--- src/rtl/adder_driver.sv ---
// adder_driver: issues buffered operand pairs to the adder one at a time and
// collects the sums into a show-ahead result FIFO for the host.
// Optional build macro ADDER_DRV_CHECK_EN adds an expected-sum checker that
// drives the sticky mismatch flag; without it mismatch is tied low.
module adder_driver #(
  parameter int unsigned DATA_W = 8,
  parameter int unsigned SUM_W  = DATA_W + 1,
  parameter int unsigned ODEPTH = 4,
  parameter int unsigned RDEPTH = 4
) (
  input  logic              clk,
  input  logic              rst_n,
  input  logic              op_valid,
  output logic              op_ready,
  input  logic [DATA_W-1:0] op_a,
  input  logic [DATA_W-1:0] op_b,
  output logic              add_valid,
  input  logic              add_ready,
  output logic [DATA_W-1:0] add_a,
  output logic [DATA_W-1:0] add_b,
  input  logic              sum_valid,
  output logic              sum_ready,
  input  logic [SUM_W-1:0]  sum_data,
  output logic              res_valid,
  input  logic              res_ready,
  output logic [SUM_W-1:0]  res_data,
  output logic              busy,
  output logic [15:0]       txn_count,
  output logic              mismatch
);

  localparam int unsigned OAW = $clog2(ODEPTH);
  localparam int unsigned RAW = $clog2(RDEPTH);
  localparam logic [OAW:0] OINC = (OAW + 1)'(1);
  localparam logic [RAW:0] RINC = (RAW + 1)'(1);

  typedef enum logic [1:0] {StIdle, StIssue, StCollect} state_e;

  state_e state_q, state_d;

  // Operand FIFO: pointers carry one extra wrap bit to tell full from empty.
  logic [2*DATA_W-1:0] omem [ODEPTH];
  logic [OAW:0]        owptr_q, orptr_q;
  logic                oempty, ofull, opush, opop;
  logic [DATA_W-1:0]   ohead_a, ohead_b;

  // Result FIFO, same pointer scheme.
  logic [SUM_W-1:0]    rmem [RDEPTH];
  logic [RAW:0]        rwptr_q, rrptr_q;
  logic                rempty, rfull, rpush, rpop;

  logic                add_valid_q;
  logic [DATA_W-1:0]   add_a_q, add_b_q;
  logic [15:0]         txn_q;

  assign oempty   = owptr_q == orptr_q;
  assign ofull    = (owptr_q[OAW] != orptr_q[OAW]) &&
                    (owptr_q[OAW-1:0] == orptr_q[OAW-1:0]);
  assign op_ready = !ofull;
  assign opush    = op_valid && !ofull;
  assign ohead_a  = omem[orptr_q[OAW-1:0]][2*DATA_W-1:DATA_W];
  assign ohead_b  = omem[orptr_q[OAW-1:0]][DATA_W-1:0];

  assign rempty    = rwptr_q == rrptr_q;
  assign rfull     = (rwptr_q[RAW] != rrptr_q[RAW]) &&
                     (rwptr_q[RAW-1:0] == rrptr_q[RAW-1:0]);
  assign res_valid = !rempty;
  assign res_data  = rmem[rrptr_q[RAW-1:0]];
  assign rpop      = !rempty && res_ready;

  assign add_valid = add_valid_q;
  assign add_a     = add_a_q;
  assign add_b     = add_b_q;
  assign busy      = state_q != StIdle;
  assign txn_count = txn_q;

  // FSM next state; sum_ready is only ever raised in COLLECT so a lingering
  // adder output valid cannot be captured twice.
  always_comb begin
    state_d   = state_q;
    opop      = 1'b0;
    rpush     = 1'b0;
    sum_ready = 1'b0;
    unique case (state_q)
      StIdle: begin
        if (!oempty) begin
          opop    = 1'b1;
          state_d = StIssue;
        end
      end
      StIssue: begin
        if (add_valid_q && add_ready) state_d = StCollect;
      end
      StCollect: begin
        sum_ready = !rfull;
        if (sum_valid && !rfull) begin
          rpush   = 1'b1;
          state_d = StIdle;
        end
      end
      default: state_d = StIdle;
    endcase
  end

  // FSM state register.
  always_ff @(posedge clk or negedge rst_n) begin
    if (!rst_n) state_q <= StIdle;
    else        state_q <= state_d;
  end

  // Adder request registers: load on pop, drop valid on handshake.
  always_ff @(posedge clk or negedge rst_n) begin
    if (!rst_n) begin
      add_valid_q <= 1'b0;
      add_a_q     <= '0;
      add_b_q     <= '0;
    end else if (opop) begin
      add_valid_q <= 1'b1;
      add_a_q     <= ohead_a;
      add_b_q     <= ohead_b;
    end else if (state_q == StIssue && add_valid_q && add_ready) begin
      add_valid_q <= 1'b0;
    end
  end

  // FIFO pointers and transaction counter.
  always_ff @(posedge clk or negedge rst_n) begin
    if (!rst_n) begin
      owptr_q <= '0;
      orptr_q <= '0;
      rwptr_q <= '0;
      rrptr_q <= '0;
      txn_q   <= '0;
    end else begin
      if (opush) owptr_q <= owptr_q + OINC;
      if (opop)  orptr_q <= orptr_q + OINC;
      if (rpush) rwptr_q <= rwptr_q + RINC;
      if (rpop)  rrptr_q <= rrptr_q + RINC;
      if (rpush) txn_q   <= txn_q + 16'd1;
    end
  end

  // FIFO storage; contents are don't-care while the pointers say empty.
  always_ff @(posedge clk) begin
    if (opush) omem[owptr_q[OAW-1:0]] <= {op_a, op_b};
    if (rpush) rmem[rwptr_q[RAW-1:0]] <= sum_data;
  end

`ifdef ADDER_DRV_CHECK_EN
  logic [DATA_W:0]  exp_sum;
  logic [SUM_W-1:0] exp_q;
  logic             mismatch_q;

  assign exp_sum  = {1'b0, ohead_a} + {1'b0, ohead_b};
  assign mismatch = mismatch_q;

  // Expected sum latched with the operands; sticky flag set on a bad capture.
  always_ff @(posedge clk or negedge rst_n) begin
    if (!rst_n) begin
      exp_q      <= '0;
      mismatch_q <= 1'b0;
    end else begin
      if (opop) exp_q <= SUM_W'(exp_sum);
      if (rpush && (sum_data != exp_q)) mismatch_q <= 1'b1;
    end
  end
`else
  assign mismatch = 1'b0;
`endif

endmodule

--- config.mk ---
export PLATFORM = sky130hd
export DESIGN_NAME = adder_driver
export DESIGN_NICKNAME = d
export VERILOG_FILES = /design/src/rtl/adder_driver.sv
export SDC_FILE = /design/constraint.sdc
export NUM_CORES = 1
export LEC_CHECK = 0
export BUFFER_PORTS_ARGS = -buffer_cell sky130_fd_sc_hd__buf_2
export CAP_MARGIN = 40
export CORE_MARGIN = 5
export CORE_UTILIZATION = 52
export DETAILED_ROUTE_END_ITERATION = 7
export PLACE_DENSITY = 0.75
export SYNTH_ARGS = -nofsm -noshare
export SYNTH_HDL_FRONTEND = slang
export SYNTH_SLANG_ARGS = --single-unit
export TNS_END_PERCENT = 30
--- constraint.sdc ---
create_clock -name clk -period 1.9 [get_ports clk]
set_input_delay 0.095 -clock clk [delete_from_list [all_inputs] [get_ports clk]]
set_output_delay 0.095 -clock clk [all_outputs]
set_load 0.02 [all_outputs]
# Yosys cells after proc, flatten, opt, wreduce, memory -nomap -nowiden
# Memories as Yosys holds them, arrays and structs flattened. A register that Yosys moved wholly into a read port is not among the register bits.
# Index checks and enable logic that the tools add are counted.
# totals
ff_bits	31
latchBits	0
ramBits	100
rom_bits	0
output_inout_bits	47
word_cells	56
mem_count	2
# memory_table
memory	words	width	read_ports	rd_ports_with_merged_regs	write_ports	line_no	source
omem	4	16	1	1	1	42	logic [2*DATA_W-1:0] omem [ODEPTH];
rmem	4	9	1	0	1	48	logic [SUM_W-1:0] rmem [RDEPTH];
# classes
n_addsub	5
mul	0
div	0
magnitude_cmp	0
eq_ne	11
shift	0
n_mux	15
bitwise	0
n_reduce_logical	16
# op_table
cell	count
adder 16 x 1 -> 16 bit (second input constant)	1
adder 3 x 1 -> 3 bit (second input constant)	4
2-to-1 mux 1 bit	11
logical AND 1 bit	8
equality test 3 bit	2
2-to-1 mux 2 bit	3
inequality test 2 bit (second input constant)	3
case mux 2 bit (3 select lines)	1
equality test 2 bit	2
logical NOT 1 bit	4
nonzero test 2 bit	2
AND reduction 3 bit	1
equality test 2 x 1 -> 1 bit (second input constant)	1
equality test 2 bit (second input constant)	1
logical NOT 2 bit	1
inequality test 1 bit	2

# Logic depth before layout (Yosys ltp)
# Gate-level depths: netlist of the first run.
# logic_depth
ltp_word	8
depth_mapped	6
mapped_depth_nobuf	4

# Worst setup path after synthesis of the first run
# No wires, ideal clock.
# synth_timing
path_type	flip-flop to flip-flop
from	register orptr_q[1]
to	memory omem[3][0] (netlist bit), enable pin
setup_ps	375
t_arrival_ps	1525
path_slack_ps	0
stages_incl_launch_ff	5
path_buffers	1
path_cell_list	dfrtp_1 -> buf_4 -> xnor2_2 -> a31oi_2 -> and2_1
# synth_via
elab_chain_cells	6
# synth_lines
element	line_no	source
start: declaration	43	logic [OAW:0] owptr_q, orptr_q;
start signal: assignment	136	if (opop) orptr_q <= orptr_q + OINC;
equality test 2 bit	58	(owptr_q[OAW-1:0] == orptr_q[OAW-1:0]);
logical AND 1 bit	57	assign ofull = (owptr_q[OAW] != orptr_q[OAW]) &&
logical NOT 1 bit	60	assign opush = op_valid && !ofull;
logical AND 1 bit	60	
2-to-1 mux 1 bit	145	if (opush) omem[owptr_q[OAW-1:0]] <= {op_a, op_b};
2-to-1 mux 1 bit (implied by the code)	145	
end: declaration	42	
# Every way passes these cells.

# Worst setup path after layout of the first run
# layout_timing
from	register rrptr_q[0]
to	output port res_data[3]
# layout_via
elab_chain_cells	1
# layout_lines
element	line_no	source
start: declaration	49	logic [RAW:0] rwptr_q, rrptr_q;
start signal: assignment	138	if (rpop) rrptr_q <= rrptr_q + RINC;
memory read (4 x 9 bit)	n/a	
end: declaration	26	output logic [SUM_W-1:0] res_data,
# Every way passes these cells.

==> metrics.csv, run 1 <==
metric,value,unit
status,"finished, final reports clean",
all-layer global routing usage,17.4,%
Critical Path RT,1.80,ns
"Seq/Total Area, Yosys",70.9,%
# IOs,78,
Switching Share,30.9,%
DR vias,3116,
final std cells w/o fill,594,
root buf cell,clkbuf_16,
area delta synth->final,25.9,%
area of the multi-input gates,1620,sq um
min-delay worst type,input pin to flop,
DRC errors left,0,
Die ar.,13600,sq um
crit path DAT,1.70,ns
cts bufs inserted,17,
clk slew on worst S/H paths,0.05,ns
Post-synth EDFFs,100,
Routed Antenna Nets,0,
Tcrit/Tclk final,94.2,%
CTS Buffer Depth,2,
Max VDD drop,0.00102,V
CP Launch Point,rrptr_q[0],
Post-Syn Area,5900,sq um
Crit-path slowest cell,mux4_2,
RD Place Congestion,0.772,
WP depth,3,
clk sinks,147,
slew at the pin with the worst max-slew slack,0.625,ns
max-cap violation count,0,
global-route wire length before repair,17400,um
Leakage,0.00298,uW
TritonCTS clock tree,built,
pins over their slew limit,0,
Post-Synthesis Cells,313,
CP Buf/Inv Count,2,
"commonest non-fill, non-tap cell in the layout",edfxtp_1,
WHS Path Cells,3,
DP HPWL,6980,um
final setup fails,0,
drt wl/cell,18.1,um
Synth Area per Inst,18.8,sq um
PD cells,1570,nW/um^2
Crit path max-delay family,multiplexers,
setup_tns,0,ns
placed cells,535,
DIE HEIGHT,116,um
most frequent cells in the layout,"edfxtp_1 (100), buf_2 (76), dfrtp_1 (47), dlygate4sd3_1 (27), mux4_2 (25)",
fin crit period,1.79,ns
share of layout cells above drive strength 1,37.7,%
CP cell instances,"buf_6, mux4_2, buf_2",
Setup crit end kind,output pin,
Sw Pwr,3600,uW
worst reg2reg path startpoint,rwptr_q[1],
Rows,38,
DR vias/cell,5.25,
ys flop type,edfxtp_1,
vias in the first global route,3420,
Comb power frac,34.0,%
initial core utilization,53.7,%
clock share of power,26.5,%
post-synth net total,355,
crit start category,flop,
port bufs,76,
drt pass-1 iters,4,
Core ar.,11000,sq um
Initial DRC Count,221,
"flops & latches, synth",147,
Pint,8050,uW
# diodes,0,
synth warn,0,
initial antenna violation count,0,
final WL,10800,um
Reg area,4180,sq um
RSZ-0062 raised after global routing,no,
slew margin rel.,58.3,%
hold slack final,0.0437,ns
Worst R2R Path Depth,4,
Seq pwr share,39.5,%
CP peak stage delay,0.54,ns
Tot Pwr,11700,uW
grt total ovfl,0,
clock skew,0.00787,ns
asr flop ratio synth,32.0,%
pin count of the biggest net entering global routing,27,
Die W,116,um
Hold Startpoint,res_ready,
WS Path Type,flop to output pin,
crit path max fanout,11,
fin util,67.6,%
clock insertion delay at the later pin of the skew report,0.40,ns
maximum clock frequency,559,MHz
Yosys cell types,40,
CTS HTree Levels,4,
Final Net Count,483,
Fin. Hold Viols,0,
Fillers,721,
power by group through the flow:
stage	Combinational, uW	Clock (uW)	Sequential, uW
after detailed placement	3940	0	4650
after global routing	4300	3280	4690
after floorplan	2580	0	4800
after global placement	3900	0	4600
final	3960	3090	4610
after CTS	4020	3140	4610
routing by layer:
| layer | vias up | share of wire, % | track usage, % |
|---|---|---|---|
| met5 | - | 0 | 0 |
| met4 | 0 | 0.87 | 5.49 |
| met3 | 9 | 5.0 | 5.39 |
| met2 | 73 | 52 | 29.7 |
| met1 | 1582 | 42 | 21.3 |
| li1 | 1452 | - | - |
cells by family after synthesis:
family / Yosys count / share of synthesized area (%)
multiplexers: 44 / 13.7
flip-flops: 147 / 70.9
XOR/XNOR: 30 / 5.03
adder cells (fa/ha/maj): 11 / 2.33
AO/OA/AOI/OAI: 12 / 1.78
buffers and inverters: 20 / 1.78
AND/OR/NAND/NOR: 48 / 4.44
other: 1 / 0.0636
worst register-to-register path, cell delays in order (launching register included):
cell and delay, ns:
dfrtp_1 0.42, xor2_1 0.34, o311a_1 0.31, and2_1 0.16, buf_4 0.20
layout make-up:
class | instances | share of cell area, %
inverter | 9 | 0.455
timing repair buffer | 120 | 11.5
sequential | 147 | 56.3
multi-input combinational | 146 | 21.8
tap | 140 | 2.36
clock buffer | 27 | 6.78
clock inverter | 5 | 0.708
cells in the mapped netlist (all sizes together) (8+ instances only):
master,number,area [sq um]
ha,11,138
inv,9,33.8
nor3,8,40.0
buf,9,63.8
dfrtp,47,1180
edfxtp,100,3000
mux4,25,563
and2,8,50.1
xor2,17,149
nand2,11,43.8
mux2,19,244
xnor2,13,148
nand3,9,45.0
worst paths after layout:
path                                 end  slack [ns]
min                           rrptr_q[0]        0.04
max in group asynchronous       add_b[6]        1.03
min in group asynchronous  txn_count[12]        0.24
max reg2reg                   rmem[3][3]        0.17
min reg2reg                txn_count[15]        0.46
max                          res_data[3]        0.11
metrics by stage:
step                      cell area (sq um)  setup WS [ns]
after floorplan                        5900         0.0311
after global placement                 6580          0.227
after detailed placement               6580          0.178
after CTS                              7410         0.0357
after global routing                   7420         0.0212
final                                  7420          0.110
what timing repair did:
| item | 4_1_cts | 5_1_grt |
|---|---|---|
| resized for setup | 0 | 2 |
| endpoints found under the setup margin | 0 | 7 |
| setup buffers | 0 | 0 |
| hold buffers | 27 | 0 |
| endpoints found under the hold margin | 125 | 0 |
sequential cells by signal, summed over array words and instances (netlist names):
name and count:
add_a 8, add_b 8, add_valid 1, omem 64
orptr_q 3, owptr_q 3, rmem 36, rrptr_q 3
rwptr_q 3, state_q 2, txn_count 16
(Power assumes the default switching activity.)
==> run 2: changes to the inputs <==
--- a/config.mk
+++ b/config.mk
@@ -11,4 +11,5 @@
 export CORE_UTILIZATION = 52
 export DETAILED_ROUTE_END_ITERATION = 7
+export GPL_TIMING_DRIVEN = 1
 export PLACE_DENSITY = 0.75
 export SYNTH_ARGS = -nofsm -noshare
==> constraint.sdc (replaced) <==
create_clock -name clk -period 1.9 [get_ports clk]
set_input_delay 0.38 -clock clk [delete_from_list [all_inputs] [get_ports clk]]
set_output_delay 0.38 -clock clk [all_outputs]
set_load 0.02 [all_outputs]
==> metrics.csv, run 2 (synthesis results as in run 1) <==
metric,value,unit,change
DR vias/cell,5.29,,was 5.25
Comb power frac,35.1,%,was 34.0%
DIE HEIGHT,116,um,unchanged
CP Launch Point,rrptr_q[0],,unchanged
PD cells,1630,nW/um^2,was 1570 nW/um^2
CTS HTree Levels,4,,unchanged
min-delay worst type,input pin to async pin,,was input pin to flop
Switching Share,30.9,%,about the same
maximum clock frequency,489,MHz,was 559 MHz
CP Capture Point,res_data[1],,was res_data[3]
DP HPWL,6770,um,was 6980 um
Critical Path RT,1.52,ns,was 1.80 ns
all-layer global routing usage,17.0,%,was 17.4%
Fillers,747,,was 721
Sw Pwr,3650,uW,was 3600 uW
Post-Place Worst Slack,0.128,ns,was 0.178 ns
max-cap violation count,0,,unchanged
CP peak stage delay,0.53,ns,was 0.54 ns
Setup crit end kind,output pin,,unchanged
cts hold-fix bufs,0,,was 27
pins over their slew limit,0,,unchanged
DRC errors left,0,,unchanged
Crit-path slowest cell,mux4_2,,unchanged
fin crit period,2.04,ns,was 1.79 ns
reg2reg setup slack,0.08,ns,was 0.17 ns
"commonest non-fill, non-tap cell in the layout",edfxtp_1,,unchanged
crit path DAT,1.66,ns,was 1.70 ns
crit start category,flop,,unchanged
most frequent cells in the layout,"edfxtp_1 (100), buf_2 (72), dfrtp_1 (46), mux4_2 (25), buf_4 (19)",,"was edfxtp_1 (100), buf_2 (76), dfrtp_1 (47), dlygate4sd3_1 (27), mux4_2 (25)"
fin util,65.9,%,was 67.6%
area of the multi-input gates,1640,sq um,was 1620 sq um
worst reg2reg endpoint,rwptr_q[2],,was rmem[3][3]
initial antenna violation count,0,,unchanged
RSZ-0062 raised after global routing,yes,,was no
Worst R2R Path Depth,6,,was 4
Seq pwr share,39.0,%,was 39.5%
clk sinks,147,,unchanged
initial core utilization,53.7,%,unchanged
grt total ovfl,0,,unchanged
global-route wire length before repair,16700,um,was 17400 um
drt wl/cell,18.3,um,was 18.1 um
Max VDD drop,0.00103,V,was 0.00102 V
Crit path max-delay family,multiplexers,,unchanged
CP Buf/Inv Count,2,,unchanged
Rows,38,,unchanged
vias in the first global route,3153,,was 3420
final WL,10500,um,was 10800 um
max FFs per register,64,,unchanged
root buf cell,clkbuf_16,,unchanged
TritonCTS clock tree,built,,unchanged
slew margin rel.,56.3,%,was 58.3%
Final Net Count,464,,was 483
clk slew on worst S/H paths,0.06,ns,was 0.05 ns
status,finished with violations,,"was finished, final reports clean"
crit path max fanout,9,,was 11
CTS Buffer Depth,2,,unchanged
Fin. Hold Viols,0,,unchanged
Leakage,0.00290,uW,was 0.00298 uW
clock skew,0.00714,ns,was 0.00787 ns
Tot Pwr,11800,uW,was 11700 uW
area delta synth->final,22.9,%,was 25.9%
# IOs,78,,unchanged
WP depth,3,,unchanged
Initial DRC Count,203,,was 221
slew at the pin with the worst max-slew slack,0.655,ns,was 0.625 ns
WS Path Type,flop to output pin,,unchanged
failing checks,setup timing,,
clock share of power,25.9,%,was 26.5%
port bufs,76,,unchanged
# diodes,0,,unchanged
Core ar.,11000,sq um,unchanged
Pint,8150,uW,was 8050 uW
final setup fails,11,,was 0
Die W,116,um,unchanged
Tcrit/Tclk final,108,%,was 94.2%
slack of the critical path,-0.145,ns,was 0.110 ns
worst reg2reg path startpoint,rrptr_q[2],,was rwptr_q[1]
Reg area,4180,sq um,about the same
Die ar.,13600,sq um,unchanged
pin count of the biggest net entering global routing,48,,was 27
drt pass-1 iters,4,,unchanged
RD Place Congestion,0.771,,was 0.772
DR vias,3041,,was 3116
cts bufs inserted,17,,unchanged
Area after DPL,6590,sq um,was 6580 sq um
share of layout cells above drive strength 1,41.6,%,was 37.7%
clock insertion delay at the later pin of the skew report,0.41,ns,was 0.40 ns
CP cell instances,"buf_12, mux4_2, buf_6",,"was buf_6, mux4_2, buf_2"
Routed Antenna Nets,0,,unchanged
"Design Area, Final",7240,sq um,was 7420 sq um
==> run 2: changes by cell type in the layout (fill, tap and decap cells not counted), sizes merged <==
cell,delta
dlygate4sd3,-27
buf,+8
clkbuf,-2
clkinv,+2
==> run 2: cell type report <==
cell class,count,share of cell area (%)
inverter,9,0.466
tap,140,2.42
sequential,147,57.7
clock inverter,7,0.829
clock buffer,25,6.70
timing repair buffer,101,9.22
multi-input combinational,146,22.6
==> run 2: repair_timing <==
item | CTS | global route
resized for setup | 8 | 8
setup buffers | 2 | 3
endpoints found under the setup margin | 11 | 40
pin swaps | 1 | 3
endpoints found under the hold margin | 0 | 0
==> run 2: power groups by stage <==
stage          registers (uW)  logic [uW]  clock network, uW
3_3_place_gp             4620        3860                  0
2_1_floorplan            4800        2580                  0
4_1_cts                  4610        4100               3120
6_report                 4600        4140               3050
5_1_grt                  4690        4490               3270
3_5_place_dp             4650        3960                  0
==> run 2: worst reg2reg max path, stage by stage (launching register included) <==
cell and delay (ns):
dfrtp_1 0.43, xnor2_2 0.17, buf_4 0.15, o311a_1 0.44
and2_1 0.21, buf_4 0.16, xor2_1 0.15
==> run 2: routing by layer <==
layer	up-vias	GRT usage [%]	share of wire (%)
li1	1410	-	-
met1	1525	21.8	43
met2	93	26.5	49
met3	13	6.84	6.8
met4	0	6.03	1.2
met5	-	0	0
==> run 2: metrics by stage <==
step / setup TNS, ns / hold slack [ns] / instances
detailed placement: 0 / 0.467 / 538
finish: -1.29 / 0.0845 / 575
global placement: 0 / 0.457 / 538
global route: -2.01 / 0.126 / 575
floorplan: 0 / 0.0844 / 313
CTS: -1.70 / 0.0941 / 572
==> run 2: worst min-delay path by stage <==
stage,from,endpoint,slack (ns),depth (start not counted)
after global placement,txn_count[15],txn_count[15],0.46,1
after CTS,rst_n,add_b[3],0.09,2
final,rst_n,add_b[3],0.08,2
after global routing,rst_n,add_b[3],0.13,2
after detailed placement,txn_count[15],txn_count[15],0.47,1
after floorplan,rst_n,add_a[0],0.08,0
==> run 3: changes to the inputs <==
CORE_ASPECT_RATIO = 0.75   (was default)
==> metrics.csv, run 3 (synthesis results as in run 1) <==
metric,value,unit,change
Initial DRC Count,139,,was 203
Fillers,783,,was 747
final WL,10400,um,was 10500 um
initial core utilization,53.5,%,was 53.7%
DRC errors left,0,,unchanged
vias in the first global route,3291,,was 3153
cts bufs inserted,17,,unchanged
maximum clock frequency,482,MHz,was 489 MHz
WS Path Type,flop to output pin,,unchanged
Final Net Count,459,,was 464
global-route wire length before repair,16800,um,was 16700 um
PD cells,1630,nW/um^2,about the same
CP peak stage delay,0.54,ns,was 0.53 ns
reg2reg setup slack,0.19,ns,was 0.08 ns
crit path max fanout,8,,was 9
drt wl/cell,18.2,um,was 18.3 um
crit start category,flop,,unchanged
DR vias/cell,5.32,,was 5.29
most frequent cells in the layout,"edfxtp_1 (100), buf_2 (72), dfrtp_1 (47), mux4_2 (25), clkbuf_16 (17)",,"was edfxtp_1 (100), buf_2 (72), dfrtp_1 (46), mux4_2 (25), buf_4 (19)"
CTS HTree Levels,4,,unchanged
status,finished with violations,,unchanged
share of layout cells above drive strength 1,40.9,%,was 41.6%
"commonest non-fill, non-tap cell in the layout",edfxtp_1,,unchanged
final setup fails,10,,was 11
Die W,133,um,was 116 um
Leakage,0.00289,uW,was 0.00290 uW
pin count of the biggest net entering global routing,29,,was 48
# IOs,78,,unchanged
clock insertion delay at the later pin of the skew report,0.41,ns,about the same
drt pass-1 iters,4,,unchanged
area delta synth->final,23.2,%,was 22.9%
clock skew,0.0121,ns,was 0.00714 ns
TritonCTS clock tree,built,,unchanged
slew margin rel.,65.5,%,was 56.3%
failing checks,setup timing,,unchanged
DIE HEIGHT,102,um,was 116 um
Setup crit end kind,output pin,,unchanged
Post-CTS Repair Setup Buffers,0,,was 2
Rows,33,,was 38
Crit path max-delay family,multiplexers,,unchanged
port bufs,76,,unchanged
Critical Path RT,1.52,ns,about the same
CP Buf/Inv Count,2,,unchanged
final std cells w/o fill,570,,was 575
clk slew on worst S/H paths,0.06,ns,about the same
grt total ovfl,0,,unchanged
crit path DAT,1.70,ns,was 1.66 ns
initial antenna violation count,0,,unchanged
Core ar.,11000,sq um,about the same
CTS Buffer Depth,2,,unchanged
Reg area,4180,sq um,about the same
setup_tns,-1.47,ns,was -1.29 ns
CP cell instances,"buf_6, mux4_2, buf_6",,"was buf_12, mux4_2, buf_6"
Routed Antenna Nets,0,,unchanged
area of the multi-input gates,1640,sq um,about the same
"Design Area, Final",7260,sq um,was 7240 sq um
all-layer global routing usage,16.3,%,was 17.0%
fin crit period,2.08,ns,was 2.04 ns
Die ar.,13600,sq um,about the same
slack of the critical path,-0.177,ns,was -0.145 ns
placed cells,537,,was 538
root buf cell,clkbuf_16,,unchanged
DR vias,3032,,was 3041
# diodes,0,,unchanged
DP HPWL,6930,um,was 6770 um
Area after DPL,6620,sq um,was 6590 sq um
slew at the pin with the worst max-slew slack,0.517,ns,was 0.655 ns
Max VDD drop,0.00103,V,about the same
pins over their slew limit,0,,unchanged
RSZ-0062 raised after global routing,yes,,unchanged
hold slack final,0.184,ns,was 0.0845 ns
Crit-path slowest cell,mux4_2,,unchanged
max-cap violation count,0,,unchanged
clk sinks,147,,unchanged
Tcrit/Tclk final,109,%,was 108%
max FFs per register,64,,unchanged
most frequent CP cell,buf_6,,
Fin. Hold Viols,0,,unchanged
RD Place Congestion,0.735,,was 0.771
fin util,65.9,%,about the same
min-delay worst type,input pin to flop,,was input pin to async pin
-- run 3: cell count changes in the layout (fill, tap and decap cells not counted), sizes merged --
cell / previous run / this run
clkbuf: 25 / 21
clkinvlp: 1 / 3
buf: 101 / 95
clkinv: 5 / 4
bufinv: 1 / 2
dlygate4sd3: 0 / 1
inv: 9 / 11
-- run 3: timing repair --
item / 4_1_cts / 5_1_grt
hold buffers: 1 / 0
pin swaps: 1 / 0
resized for setup: 8 / 4
endpoints found under the setup margin: 11 / 12
hold endpoints to repair: 19 / 0
-- run 3: report_power, final --
group | internal, uW | total (uW) | switching (uW)
Combinational | 2010 | 4050 | 2040
Sequential | 4180 | 4600 | 425
Clock | 1940 | 3190 | 1240
Total | 8130 | 11800 | 3710
-- run 3: final timing paths --
| kind | startpoint | endpoint | cells past startpoint |
|---|---|---|---|
| max in group asynchronous | rst_n | rwptr_q[2] | 3 |
| min | op_a[6] | omem[0][14] | 1 |
| max reg2reg | rwptr_q[1] | rmem[3][6] | 4 |
| min in group asynchronous | rst_n | add_a[3] | 2 |
| max | rrptr_q[0] | res_data[3] | 3 |
| min reg2reg | txn_count[15] | txn_count[15] | 1 |
-- run 3: per-stage QoR --
stage               setup WS, ns  total power [uW]
finish                    -0.177             11800
global route              -0.248             12500
CTS                       -0.207             11900
detailed placement         0.189              8640
global placement           0.207              8470
floorplan                 0.0311              7380
-- run 3: final cells by class --
cell class / instances / area share, %
sequential: 147 / 57.6
multi-input combinational: 146 / 22.6
timing repair buffer: 96 / 9.12
clock buffer: 21 / 6.07
tap: 140 / 2.41
clock inverter: 11 / 1.81
inverter: 9 / 0.465
-- run 3: layer usage --
metal / vias up / track usage, % / wire length [um]
met5: - / 0 / 0
met3: 8 / 4.18 / 535
met2: 74 / 26.7 / 5050
met1: 1545 / 21.6 / 4670
met4: 0 / 5.75 / 99
li1: 1405 / - / -
